===== config.mk =====
export PLATFORM = sky130hd
export DESIGN_NAME = pc_unit
export DESIGN_NICKNAME = d
export VERILOG_FILES = /design/src/rtl/riscv_pkg.sv /design/src/rtl/perf_counter.sv /design/src/rtl/pc_unit.sv
export SDC_FILE = /design/constraint.sdc
export NUM_CORES = 1
export LEC_CHECK = 0
export CAP_MARGIN = 20
export CORE_ASPECT_RATIO = 1.4
export CORE_MARGIN = 1
export CORE_UTILIZATION = 40
export DETAILED_ROUTE_END_ITERATION = 12
export PLACE_DENSITY = 0.68
export SLEW_MARGIN = 10
export SYNTH_ARGS = -nofsm -noshare
export SYNTH_HDL_FRONTEND = slang
export SYNTH_SLANG_ARGS = --single-unit

===== constraint.sdc =====
create_clock -name clk -period 10.55 [get_ports clk]
set_clock_uncertainty 0.2 [all_clocks]
set_input_delay 3.165 -clock clk [delete_from_list [all_inputs] [get_ports clk]]
set_output_delay 3.165 -clock clk [all_outputs]
set_load 0.03 [all_outputs]

===== src/rtl/riscv_pkg.sv =====
// Shared definitions for the RISC-V core datapath.
//   XLEN        : architectural register / PC width
//   pc_state_t  : program-counter sequencer states
//   INSTR_BYTES : size of one (uncompressed) instruction in bytes
//   ALIGN_MASK  : low PC bits that must be zero for a legal target
package riscv_pkg;

  localparam int XLEN        = 32;
  localparam int INSTR_BYTES = 4;
  localparam logic [1:0] ALIGN_MASK = 2'b11;

  typedef enum logic {
    PC_RUN  = 1'b0,
    PC_TRAP = 1'b1
  } pc_state_t;

endpackage


===== src/rtl/perf_counter.sv =====
// 64-bit enable-gated performance counter.
//   clk   : clock, counts on rising edge
//   rst_n : asynchronous active-low reset, clears the count
//   en    : count enable for this cycle
//   count : current count, wraps from 2^64-1 to 0
module perf_counter (
  input  logic        clk,
  input  logic        rst_n,
  input  logic        en,
  output logic [63:0] count
);

  always_ff @(posedge clk or negedge rst_n) begin
    if (!rst_n) begin
      count <= 64'd0;
    end else if (en) begin
      count <= count + 64'd1;
    end
  end

endmodule


===== src/rtl/pc_unit.sv =====
// Program-counter stage of the single-cycle core. Selects and registers the
// next PC from pc+4 or the branch target, traps on misaligned branch targets
// and keeps the cycle / retired-instruction counters for the CSR path.
//   clk           : clock
//   rst_n         : asynchronous active-low reset
//   pc_src        : take-branch select from the branch-decision gate
//   imm           : sign-extended branch offset in bytes
//   stall         : hold the PC this cycle
//   trap_clear    : trap acknowledge from the control unit
//   pc            : current PC (registered)
//   pc_plus4      : pc + 4 (combinational)
//   branch_target : pc + imm (combinational)
//   misalign_trap : high while in the trap state (registered)
//   trap_pc       : faulting branch target of the last trap (registered)
//   cycle_cnt     : free-running cycle counter
//   instret_cnt   : retired-instruction counter
module pc_unit
  import riscv_pkg::*;
#(
  parameter int                XLEN         = riscv_pkg::XLEN,
  parameter logic [XLEN-1:0]   RESET_VECTOR = 32'h0000_0000,
  parameter logic [XLEN-1:0]   TRAP_VECTOR  = 32'h0000_0100
) (
  input  logic            clk,
  input  logic            rst_n,
  input  logic            pc_src,
  input  logic [XLEN-1:0] imm,
  input  logic            stall,
  input  logic            trap_clear,
  output logic [XLEN-1:0] pc,
  output logic [XLEN-1:0] pc_plus4,
  output logic [XLEN-1:0] branch_target,
  output logic            misalign_trap,
  output logic [XLEN-1:0] trap_pc,
  output logic [63:0]     cycle_cnt,
  output logic [63:0]     instret_cnt
);

  pc_state_t state;
  logic      misaligned;
  logic      retire;

  // Both adds wrap modulo 2^XLEN; a negative imm works via two's complement.
  assign pc_plus4      = pc + XLEN'(INSTR_BYTES);
  assign branch_target = pc + imm;
  assign misaligned    = |(branch_target[1:0] & ALIGN_MASK);

  // An instruction retires on every unstalled RUN cycle except the one that
  // takes a misaligned branch (that instruction faults instead).
  assign retire = (state == PC_RUN) && !stall && !(pc_src && misaligned);

  always_ff @(posedge clk or negedge rst_n) begin
    if (!rst_n) begin
      state         <= PC_RUN;
      pc            <= RESET_VECTOR;
      misalign_trap <= 1'b0;
      trap_pc       <= '0;
    end else begin
      case (state)
        PC_RUN: begin
          if (!stall) begin
            if (pc_src && misaligned) begin
              state         <= PC_TRAP;
              pc            <= TRAP_VECTOR;
              trap_pc       <= branch_target;
              misalign_trap <= 1'b1;
            end else if (pc_src) begin
              pc <= branch_target;
            end else begin
              pc <= pc_plus4;
            end
          end
        end
        PC_TRAP: begin
          // PC parks on the vector; the handler starts there once cleared.
          if (trap_clear) begin
            state         <= PC_RUN;
            misalign_trap <= 1'b0;
          end
        end
        default: begin
          state         <= PC_RUN;
          misalign_trap <= 1'b0;
        end
      endcase
    end
  end

  perf_counter u_cycle_cnt (
    .clk   (clk),
    .rst_n (rst_n),
    .en    (1'b1),
    .count (cycle_cnt)
  );

  perf_counter u_instret_cnt (
    .clk   (clk),
    .rst_n (rst_n),
    .en    (retire),
    .count (instret_cnt)
  );

endmodule


==> impl_metrics.env, run 1 <==
export IMPL_outcome="complete, no violations"
export IMPL_syn_area_mm2=0.0109
export IMPL_multiInputGateArea_mm2=0.00580
export IMPL_p_seq_share_pct=26.7
export IMPL_async_reset_ff_share_pct=100
export IMPL_worst_pin_slew_ns=1.03
export IMPL_final_cell_mix="clkdlybuf4s50_1, dfrtp_1, nand2_1"
export IMPL_grt_pass1_vias=9594
export IMPL_port_buffers=293
export IMPL_critical_path_required_ns=7.19
export IMPL_syn_inst=1149
export IMPL_hpwl_um=25300
export IMPL_yosysWarnings=0
export IMPL_antenna_found_initial=2
export IMPL_synth_seq_area_share_pct=44.4
export IMPL_synth_top_family_by_area="simple AND/OR/NAND/NOR gates"
export IMPL_p_leak_nw=6.47
export IMPL_io_pins=294
export IMPL_die_width_um=142
export IMPL_report_final_slew_viol_count=0
export IMPL_crit_path_cell_trace="clkdlybuf4s50_1 -> ha_1 -> fa_1 -> a21o_1 -> a221o_1 -> a21oi_1 -> a21oi_1 -> o221ai_2 -> o21ai_0 -> xor2_1 -> clkdlybuf4s50_1"
export IMPL_rows=71
export IMPL_dpl_instance_area_mm2=0.0142
export IMPL_viasPerCell=5.33
export IMPL_fin_crit_sh_pct=95.2
export IMPL_area_growth_pct=35.9
export IMPL_die_h_um=198
export IMPL_grt_util_all_layers_pct=24.4
export IMPL_p_switching_mw=1.81
export IMPL_clockBufferDepth=2
export IMPL_slew_headroom_pct=31.0
export IMPL_ctsHoldBuffers=0
export IMPL_synth_xor_area_share_pct=14.7
export IMPL_design_area_mm2=0.0148
export IMPL_ys_types=72
export IMPL_dieArea_mm2=0.0280
export IMPL_clkPwrFrac_pct=17.5
export IMPL_cts_tree="built"
export IMPL_finalSetupViolCount=0
export IMPL_rsz0062_at_grt="no"
export IMPL_fin_ws_ns=0.506
export IMPL_wl_met2_um=17000
export IMPL_hold_class="reg -> reg"
export IMPL_cts_buffers=17
export IMPL_synthMuxAreaShare_pct=1.69
export IMPL_max_freq_ghz=0.0996
export IMPL_final_antenna_net_count=0
export IMPL_regArea_mm2=0.00485
export IMPL_fillCellCount=2433
export IMPL_drv_cap=0
export IMPL_period_needed_ns=10.04
export IMPL_synthFlopType="dfrtp_1"
export IMPL_synth_nets=1221
export IMPL_p_per_area_mw_per_mm2=259
export IMPL_synth_simple_gate_area_share_pct=22.0
export IMPL_setup_tns_ns=0
export IMPL_post_cts_buffers=0
export IMPL_syn_avg_cell_area_um2=9.51
export IMPL_drt_initial_drc_count=403
export IMPL_cts_root_buf="clkbuf_16"
export IMPL_drive_above_1_share_pct=5.61
export IMPL_end_kind="output port"
export IMPL_ctsResizeCount=0
export IMPL_htreeDepth=4
export IMPL_pwr_share_comb_pct=55.7
export IMPL_wire_per_inst_um=18.4
export IMPL_p_sw_share_pct=46.9
export IMPL_synth_edff_count=0
export IMPL_grt_overflow_total=0
export IMPL_critPathLaunchType="input pin"
export IMPL_worstSkewPairLatency_ns=0.45
export IMPL_synth_seq_cells=194
export IMPL_wl_met3_um=1740
export IMPL_dr_pass1_iters=5
export IMPL_drcViolationCount=0
export IMPL_place_congestion=0.898
export IMPL_slowest_stage="clkdlybuf4s50_1"
export IMPL_grt_max_degree=72
export IMPL_dp_slack_ns=0.496
export IMPL_synthAdderAreaFrac_pct=4.08
export IMPL_initial_core_util_pct=40.7
export IMPL_synth_compound_area_share_pct=10.6
export IMPL_critical_path_max_stage_delay_ns=0.70
export IMPL_routed_wl_um=33300
export IMPL_final_common_cell="clkdlybuf4s50_1"
export IMPL_clk_pin_slew_ns=0.08
export IMPL_vias=9653
export IMPL_hold_viol_final=0
export IMPL_crit_fanout=6
export IMPL_finalNetCount=1504
export IMPL_grt_pass1_wl_um=52800
export IMPL_arrival_ns=6.68
export IMPL_path_class="in -> out"
export IMPL_top_layer="met4"
export IMPL_p_int_mw=2.04
export IMPL_max_vdd_ir_drop_v=0.000244
export IMPL_core_area_mm2=0.0268
export IMPL_clkSinkCount=194
export IMPL_wl_met1_um=13100
## metrics by stage
step | instances | power [mW] | hold slack, ns | utilization, %
final | 1812 | 3.85 | 0.273 | 55.3
after global routing | 1811 | 4.03 | 0.291 | 55.3
after CTS | 1810 | 3.86 | 0.280 | 55.3
after detailed placement | 1778 | 3.17 | 0.262 | 53.0
after global placement | 1778 | 3.17 | 0.259 | 53.0
after floorplan | 1149 | 2.29 | 0.345 | -
## metal layers
metal,vias to the layer above,track usage (%)
met2,333,42.9
met3,83,4.99
met1,4651,27.9
li1,4586,-
met4,0,12.3
met5,-,0
## worst paths after layout
kind	startpoint	end	slack, ns	cells past startpoint
max	imm[0]	branch_target[30]	0.51	11
min in group asynchronous	rst_n	trap_pc[13]	2.47	1
min	u_cycle_cnt.count[63]	u_cycle_cnt.count[63]	0.27	1
max reg2reg	pc[0]	u_instret_cnt.count[26]	6.80	9
max in group asynchronous	rst_n	pc[26]	6.32	2
min reg2reg	u_cycle_cnt.count[63]	u_cycle_cnt.count[63]	0.27	1
## state kept, by name, indices dropped and copies added (netlist names)
register             flops
misalign_trap            1
state                    1
pc                      32
trap_pc                 32
u_instret_cnt.count     64
u_cycle_cnt.count       64
## final cells by class
cell class | instances | area share, %
diodes | 2 | 0.0337
multi-input cells | 885 | 39.1
well taps | 365 | 3.08
inverters | 34 | 0.860
flip-flops and latches | 194 | 32.7
repair buffers | 300 | 20.1
clock buffers | 19 | 3.05
clock inverters | 13 | 1.09
## worst max-delay path, delay by kind of cell
| kind | cells | cell delay [ns] |
|---|---|---|
| AOI/OAI and AO/OA | 6 | 1.55 |
| adders and majority gates | 2 | 0.66 |
| buffers and inverters | 2 | 1.11 |
| xor gates and xnor gates | 1 | 0.19 |
## synth_stat cells (3+ instances only)
master	count	area, um2
o31ai_1	6	45.0
mux2_2	12	135
nor2b_1	11	68.8
a221o_1	10	100
a22oi_1	11	82.6
or2_1	4	25.0
nor3_1	19	95.1
nor3_2	5	50.1
nor2_1	82	308
o22ai_1	3	18.8
o21ai_1	9	45.0
xnor2_1	113	990
and2_1	8	50.1
nand2b_1	6	37.5
o21ai_0	53	265
inv_1	34	128
and4_1	12	105
dfrtp_1	194	4850
or3_1	5	31.3
nand4_1	30	188
nand4_2	3	37.5
nor4_1	7	43.8
nor3b_1	5	37.5
a211oi_1	3	22.5
a21oi_1	44	220
and3_1	32	200
o21bai_1	5	37.5
nand3_1	77	385
ha_1	34	425
mux2i_1	5	50.1
xor2_1	70	613
nand2_1	139	522
o211ai_1	7	52.6
clkbuf_1	31	116
a21o_1	12	90.1
## logic make-up (layout without fill, tap and decap cells)
logic type               after synthesis  in the layout
AO/OA/AOI/OAI                        183            183
XOR/XNOR                             183            183
adder cells (fa/ha/maj)               35             35
buffers and inverters                 70            366
flip-flops                           194            194
multiplexers                          17             17
other                                  0              2
AND/OR/NAND/NOR                      467            467
## power groups by stage
stage / combinational, mW / sequential [mW] / clock, mW
finish: 2.14 / 1.03 / 0.675
global route: 2.26 / 1.05 / 0.722
CTS: 2.14 / 1.03 / 0.694
detailed placement: 2.13 / 1.04 / 0
global placement: 2.13 / 1.04 / 0
floorplan: 1.05 / 1.24 / 0
Power figures use the tool's default switching activity.
==> run 2: changes to the inputs <==
- ABC_CLOCK_PERIOD_IN_PS: default -> 10550
- CTS_CLUSTER_SIZE: default -> 40
==> results of run 2 <==
No change in the layout: final DEF, timing and power equal those of run 1.
==> run 3: changes to the inputs <==
- PLACE_DENSITY: 0.68 -> 0.73
- SLEW_MARGIN: 10 -> 20
==> impl_metrics.env, run 3 (synthesis gave the netlist of run 1 again) <==
export IMPL_outcome="complete, no violations"
export IMPL_finalSetupViolCount=0
export IMPL_grtUsageMet1_pct=27.5
export IMPL_cts_buffers=17
export IMPL_htreeDepth=4
export IMPL_grt_max_degree=115
export IMPL_startpoint="imm[0]"
export IMPL_vias=9828
export IMPL_rows=71
export IMPL_critPathLaunchType="input pin"
export IMPL_ctsHoldBuffers=0
export IMPL_port_buffers=293
export IMPL_clk_pin_slew_ns=0.07
export IMPL_core_area_mm2=0.0268
export IMPL_max_freq_ghz=0.0986
export IMPL_hpwl_um=24500
export IMPL_ctsResizeCount=0
export IMPL_report_final_slew_viol_count=0
export IMPL_arrival_ns=6.78
export IMPL_pwr_share_comb_pct=56.3
export IMPL_regArea_mm2=0.00485
export IMPL_clockBufferDepth=2
export IMPL_final_cell_mix="clkdlybuf4s50_1, dfrtp_1, nand2_1"
export IMPL_rsz0062_at_grt="no"
export IMPL_r2r_start="pc[0]"
export IMPL_p_sw_share_pct=47.2
export IMPL_place_congestion=0.920
export IMPL_critical_path_required_ns=7.19
export IMPL_finalNetCount=1502
export IMPL_drcViolationCount=0
export IMPL_clkPwrFrac_pct=16.8
export IMPL_drive_above_1_share_pct=5.54
export IMPL_grt_met2_usage_pct=43.1
export IMPL_dr_pass1_iters=5
export IMPL_max_vdd_ir_drop_v=0.000253
export IMPL_fillCellCount=2392
export IMPL_fin_crit_sh_pct=96.2
export IMPL_grt_util_all_layers_pct=24.1
export IMPL_die_h_um=198
export IMPL_end_kind="output port"
export IMPL_dieArea_mm2=0.0280
export IMPL_slew_headroom_pct=34.2
export IMPL_grt_pass1_vias=9728
export IMPL_final_common_cell="clkdlybuf4s50_1"
export IMPL_hold_viol_final=0
export IMPL_p_leak_nw=6.45
export IMPL_min_path_cells=2
export IMPL_worst_pin_slew_ns=0.987
export IMPL_crit_fanout=6
export IMPL_top_regs="u_cycle_cnt.count x64, u_instret_cnt.count x64"
export IMPL_post_cts_buffers=0
export IMPL_die_width_um=142
export IMPL_finalNonFillerCells=1810
export IMPL_io_pins=294
export IMPL_grt_busiest_layer="met2"
export IMPL_p_seq_share_pct=26.9
export IMPL_hold_class="reg -> reg"
export IMPL_routed_wl_um=32900
export IMPL_p_per_area_mw_per_mm2=258
export IMPL_drv_cap=0
export IMPL_dp_cells=1776
export IMPL_antenna_found_initial=2
export IMPL_final_antenna_net_count=0
export IMPL_cts_root_buf="clkbuf_16"
export IMPL_path_class="in -> out"
export IMPL_cts_tree="built"
export IMPL_worstSkewPairLatency_ns=0.44
export IMPL_grt_pass1_wl_um=52700
export IMPL_drt_initial_drc_count=469
export IMPL_initial_core_util_pct=40.7
export IMPL_use_met3_pct=4.29
export IMPL_multiInputGateArea_mm2=0.00580
export IMPL_setup_tns_ns=0
export IMPL_clkSinkCount=194
export IMPL_r2r_cells=9
export IMPL_hp_start="trap_pc[10]"
export IMPL_wire_per_inst_um=18.2
export IMPL_viasPerCell=5.43
export IMPL_grt_overflow_total=0
export IMPL_area_growth_pct=35.5
export IMPL_p_int_mw=2.01
export IMPL_period_needed_ns=10.15
export IMPL_p_switching_mw=1.80
==> run 3: worst paths after layout <==
| kind | endpoint | slack, ns |
|---|---|---|
| min in group asynchronous | trap_pc[19] | 2.64 |
| setup / recovery | branch_target[30] | 0.40 |
| hold reg to reg | trap_pc[10] | 0.28 |
| setup reg to reg | u_instret_cnt.count[26] | 6.82 |
| hold / removal | trap_pc[10] | 0.28 |
| max in group asynchronous | pc[31] | 6.22 |
==> run 3: power groups by stage <==
| stage | combinational, mW | clock (mW) | sequential [mW] |
|---|---|---|---|
| 3_3_place_gp | 2.12 | 0 | 1.03 |
| 6_report | 2.15 | 0.641 | 1.03 |
| 3_5_place_dp | 2.12 | 0 | 1.04 |
| 4_1_cts | 2.14 | 0.661 | 1.02 |
| 2_1_floorplan | 1.05 | 0 | 1.24 |
| 5_1_grt | 2.26 | 0.689 | 1.05 |
==> run 3: layout make-up <==
cell class	instances	area share, %
Tap cell	365	3.09
Timing Repair Buffer	298	20.1
Inverter	34	0.862
Sequential cell	194	32.8
Clock buffer	19	2.99
Multi-Input combinational cell	885	39.2
Clock inverter	13	0.947
Antenna cell	2	0.0338
==> run 3: routing by layer <==
metal | vias up | part of all wire (%)
li1 | 4594 | -
met1 | 4797 | 39
met2 | 353 | 52
met3 | 84 | 5.1
met4 | 0 | 4.1
met5 | - | 0
==> run 3: stage by stage <==
step / cell area (um2) / total power, mW / util, % / hold slack [ns] / worst slack [ns]
6_report: 14800 / 3.81 / 55.2 / 0.276 / 0.403
5_1_grt: 14800 / 4.00 / 55.2 / 0.299 / 0.240
4_1_cts: 14800 / 3.82 / 55.1 / 0.280 / 0.469
3_5_place_dp: 14200 / 3.16 / 53.0 / 0.262 / 0.482
3_3_place_gp: 14200 / 3.15 / 53.0 / 0.260 / 0.497
2_1_floorplan: 10900 / 2.29 / - / 0.345 / 1.63
==> run 3: worst max-delay path, cell delays in order <==
cell and delay, ns:
clkdlybuf4s50_1 0.40, ha_1 0.24, fa_1 0.41, a21o_1 0.18
a221o_1 0.38, a21oi_1 0.37, a21oi_1 0.20, o221ai_2 0.37
o21ai_0 0.17, xor2_1 0.17, clkdlybuf4s50_1 0.71
==> edit 1 (flow settings as in run 3) <==
The parameter `TRAP_VECTOR` goes from 32'h0000_0100 to 32'h00000080.
--- a/src/rtl/pc_unit.sv
+++ b/src/rtl/pc_unit.sv
@@ -21,3 +21,3 @@
   parameter logic [XLEN-1:0]   RESET_VECTOR = 32'h0000_0000,
-  parameter logic [XLEN-1:0]   TRAP_VECTOR  = 32'h0000_0100
+  parameter logic [XLEN-1:0]   TRAP_VECTOR  = 32'h00000080
 ) (
Function: changed (a bounded check fails within 4 cycles, from zero or initial values and one cycle with rst_n low).
==> edit 1 against run 3 <==
Cell area is 0.82% lower. Total power is 1.4% higher. Non-clock buffer count is 2 higher. Sequential cell count stayed put. Die area is 0.98% lower. Routed wire length is 2.4% higher. Setup slack better by 0.15 ns. Area after synthesis is 1.0% lower. Critical path type unchanged. Highest routed layer unchanged.
==> edit 1: results (changes against run 3) <==
stage,metric,value,unit,change
drt,DRT iter0 DRCs,557,,was 469
finish,top flop regs,"u_cycle_cnt.count x64, u_instret_cnt.count x64",,unchanged
clocking,clock-pin slew on the worst setup and hold paths,0.08,ns,
clocking,clock root cell,clkbuf_16,,unchanged
finish,post-route cell area,14680,µm²,was 14800 µm²
power,leakage power,6.403,nW,was 6.447 nW
sta,Worst Hold Margin,0.2699,ns,was 0.2764 ns
clocking,clk buf depth,2,,unchanged
power,Peak VDD IR,211.5,µV,was 253.0 µV
synth,synth top area cells,"dfrtp_1, xnor2_1, nand2_1",,"was dfrtp_1, xnor2_1, xor2_1"
synth,asr flop ratio synth,100.0,%,unchanged
clocking,total CTS buffers,17,,unchanged
finish,fin nets,1471,,was 1502
drt,via count,9625,,was 9828
finish,layout cell share with drive strength beyond 1,5.170,%,was 5.544%
placed_design,Place WS,0.5559,ns,was 0.4819 ns
placed_design,placed insts,1740,,was 1776
synth,Synth cell types,67,,was 72
grt,global-route wire length before repair,52.52,mm,was 52.67 mm
clocking,clock latency on the worst-skew pair,0.46,ns,was 0.44 ns
synth,yosys warns,0,,unchanged
setup_path,Reg2Reg Setup Slack,6.94,ns,was 6.82 ns
synth,sequential area share after synthesis,44.88,%,was 44.43%
sta,Worst-Margin Slew,0.9912,ns,was 0.9867 ns
grt,antenna violations before repair,3,,was 2
grt,largest net degree at the start of global routing,118,,was 115
run_status,status,"finished, final reports clean",,unchanged
grt,vias in the first global route,9502,,was 9728
setup_path,Worst EP arrival,6.63,ns,was 6.78 ns
placed_design,DP Area,14070,µm²,was 14210 µm²
synth,Post-Syn Nets,1190,,was 1221
setup_path,Slowest cell on crit path,clkdlybuf4s50_1,,unchanged
setup_path,CP max FO,4,,was 6
synth,Mapped Cells,1118,,was 1149
drt,DR pass1 iterations,5,,unchanged
placed_design,Buffers on Ports,293,,unchanged
sta,Fmax achieved,0.1000,GHz,was 0.09855 GHz
setup_path,Worst path max stage delay,0.60,ns,was 0.71 ns
power,total power,3.868,mW,was 3.814 mW
drt,final WL,33.64,mm,was 32.87 mm
grt,overall routing resource usage,24.69,%,was 24.11%
placed_design,RePlAce Congestion,0.9255,,was 0.9195
synth,"top cells by count, synth","dfrtp_1, nand2_1, xnor2_1, nand3_1, nor2_1",,"was dfrtp_1, nand2_1, xnor2_1, nor2_1, nand3_1"
placed_design,Detail Placement HPWL,25.20,mm,was 24.54 mm
drt,WL per Instance,18.95,µm,was 18.16 µm
clocking,# H-tree levels,4,,unchanged
hold_path,worst min path class,reg2reg,,unchanged
clocking,total setup buffers inserted after CTS,0,,unchanged
clocking,post-cts resize count,0,,unchanged
[edit 1: kinds of logic after synthesis]
family / count (synthesis) / share of synthesized area, %
flops: 194 / 44.88
compound gates: 188 / 11.32
fa+ha+maj: 35 / 4.118
xor+xnor: 180 / 14.57
mux: 13 / 1.284
buf+inv: 61 / 2.556
simple gates: 447 / 21.26
[edit 1: routing by layer]
layer,part of all wire [%],GRT usage (%),up-vias
met5,0,0,-
met4,4.2,12.96,0
met3,6.1,5.491,72
met2,50,42.56,346
met1,40,28.56,4677
li1,-,-,4530
[edit 1: worst paths after layout]
path                                                      from                                   to  depth (start not counted)
min                        u_instret_cnt.count[63]$_DFFE_PN0P_  u_instret_cnt.count[63]$_DFFE_PN0P_                          1
max in group asynchronous                                rst_n      u_cycle_cnt.count[15]$_DFF_PN0_                          2
min in group asynchronous                                rst_n  u_instret_cnt.count[31]$_DFFE_PN0P_                          1
min reg2reg                u_instret_cnt.count[63]$_DFFE_PN0P_  u_instret_cnt.count[63]$_DFFE_PN0P_                          1
max                                                     imm[0]                    branch_target[24]                         11
max reg2reg                                  pc[0]$_DFFE_PN0P_  u_instret_cnt.count[48]$_DFFE_PN0P_                          8
[edit 1: critical path, delay by kind of cell]
family	cells	cell delay, ns
compound gates	5	1.28
fa+ha+maj	2	0.69
buf+inv	3	1.09
xor+xnor	1	0.40
[edit 1: final cells by class]
cell class | instances | area (µm²)
Clock buffer | 17 | 425.4
Timing Repair Buffer | 300 | 2989
Fill cell | 2349 | 11680
Inverter | 23 | 86.33
Sequential cell | 194 | 4855
Tap cell | 360 | 450.4
Clock inverter | 15 | 176.4
Antenna cell | 3 | 7.507
Multi-Input combinational cell | 863 | 5692
[edit 1: report_power, final]
part	switching, mW	internal (mW)
clock network	0.341	0.323
registers	0.160	0.861
logic	1.35	0.831
total	1.85	2.02
==> edit 2 (flow settings as in run 3) <==
Made on the original files. Reset style: synchronous (`rst_n`), changed in 2 clocked blocks. Comments in the files are not updated.
--- a/src/rtl/perf_counter.sv
+++ b/src/rtl/perf_counter.sv
@@ -12,3 +12,3 @@
 
-  always_ff @(posedge clk or negedge rst_n) begin
+  always_ff @(posedge clk) begin
     if (!rst_n) begin
--- a/src/rtl/pc_unit.sv
+++ b/src/rtl/pc_unit.sv
@@ -51,3 +51,3 @@
 
-  always_ff @(posedge clk or negedge rst_n) begin
+  always_ff @(posedge clk) begin
     if (!rst_n) begin
Function: differs if rst_n is asserted again (counterexample within 4 cycles, from zero or initial values and one cycle with rst_n low); with rst_n held inactive, the same outputs for 4 cycles.
==> edit 2 against run 3 <==
Sequential share of layout area fell by 5.7 points. Setup slack got worse by 0.065 ns. Core utilization fell by 0.28 points. Largest cell class unchanged. Cell area fell by 3.2%. Area after synthesis fell by 2.7%. Sequential cell count did not move. Routed wire length rose by 6.0%. Critical endpoint is now branch_target[20]. Die area fell by 2.7%. Hold slack got worse by 0.023 ns. Register-to-register slack got worse by 0.33 ns.
Power is not compared: it rests on default switching activity, and its combinational part moved more than twofold at a synthesized area within 25%.
==> edit 2: results (changes against run 3) <==
stage,metric,value,unit,change
run_status,status,"finished, final reports clean",,unchanged
synth,"top cells by count, synth","dfxtp_1, nor2_1, nand2_1, xor2_1, nand3_1",,"was dfrtp_1, nand2_1, xnor2_1, nor2_1, nand3_1"
grt,global-route wire length before repair,54.21,mm,was 52.67 mm
synth,Synth cell types,70,,was 72
grt,largest net degree at the start of global routing,86,,was 115
placed_design,Place WS,0.4122,ns,was 0.4819 ns
setup_path,CP max FO,4,,was 6
drt,WL met3,2.217,mm,was 1.674 mm
grt,antenna violations before repair,1,,was 2
setup_path,Reg2Reg Setup Slack,6.49,ns,was 6.82 ns
clocking,clock latency on the worst-skew pair,0.43,ns,
placed_design,Detail Placement HPWL,26.20,mm,was 24.54 mm
setup_path,Worst EP arrival,6.85,ns,was 6.78 ns
drt,met1 WL,13.61,mm,was 12.70 mm
synth,asr flop ratio synth,0,%,was 100.0%
drt,final WL,34.85,mm,was 32.87 mm
synth,yosys warns,0,,unchanged
hold_path,worst hold path startpoint,trap_pc[21]$_SDFFE_PN0P_,,was trap_pc[10]$_DFFE_PN0P_
drt,Via density,5.545,,was 5.430
synth,sequential area share after synthesis,36.53,%,was 44.43%
drt,DRT iter0 DRCs,621,,was 469
synth,Post-Syn Nets,1398,,was 1221
hold_path,hold path endpoint,trap_pc[21]$_SDFFE_PN0P_,,was trap_pc[10]$_DFFE_PN0P_
grt,vias in the first global route,10080,,was 9728
finish,fin nets,1655,,was 1502
setup_path,R2R cell count,10,,was 9
setup_path,R2R Path Start,pc[0]$_SDFFE_PN0P_,,was pc[0]$_DFFE_PN0P_
synth,synth top area cells,"dfxtp_1, xor2_1, nor2_1",,"was dfrtp_1, xnor2_1, xor2_1"
finish,layout cell share with drive strength beyond 1,3.759,%,was 5.544%
power,clock group total power,633,µW,
placed_design,RePlAce Congestion,1.008,,was 0.9195
setup_path,worst flop-to-flop path endpoint,u_instret_cnt.count[60]$_SDFFE_PN0P_,,was u_instret_cnt.count[26]$_DFFE_PN0P_
sta,Worst-Margin Slew,0.9751,ns,was 0.9867 ns
power,Peak VDD IR,110.5,µV,
drt,met2 wire length,17.46,mm,was 17.17 mm
[edit 2: logic make-up after synthesis]
logic type      share of synthesized area [%]
buf+inv                                 3.590
flops                                   36.53
mux                                     1.142
fa+ha+maj                               4.190
compound gates                          14.38
simple gates                            27.32
xor+xnor                                12.85
[edit 2: area by class of cell]
type | instances | area, µm²
timing repair buffer | 301 | 2983
tap | 324 | 405.4
antenna | 1 | 2.502
inverter | 32 | 122.6
clock inverter | 12 | 97.59
sequential | 194 | 3884
multi-input combinational | 1037 | 6366
fill | 2492 | 11770
clock buffer | 20 | 466.7
[edit 2: stage by stage]
step	area [µm²]	cells	power [mW]	hold slack, ns
3_5_place_dp	13760	1888	1.132	0.2453
3_3_place_gp	13760	1888	1.130	0.2421
5_1_grt	14330	1921	1.818	0.2821
6_report	14330	1921	1.751	0.2530
4_1_cts	14330	1920	1.764	0.2536
2_1_floorplan	10630	1326	0.9903	0.2799
[edit 2: how the worst max path moves through the flow]
stage / startpoint / to / cells after the start / slack [ns]
6_report: imm[0] / branch_target[20] / 11 / 0.34
5_1_grt: imm[0] / branch_target[20] / 11 / 0.25
4_1_cts: imm[0] / branch_target[20] / 11 / 0.40
3_5_place_dp: imm[0] / branch_target[20] / 11 / 0.41
3_3_place_gp: imm[0] / branch_target[24] / 12 / 0.46
2_1_floorplan: imm[0] / branch_target[20] / 8 / 1.40
[edit 2: layer usage]
layer | track usage [%] | vias to the layer above
met5 | 0 | -
met4 | 13.27 | 0
met3 | 5.790 | 89
met2 | 45.39 | 404
met1 | 27.47 | 4981
li1 | - | 5178
[edit 2: critical path: cells and delay by family]
family	cells	cell delay, ns
AOI/OAI and AO/OA	5	1.57
buffers and inverters	3	1.37
adders and majority gates	2	0.69
and+or+nand+nor	1	0.05
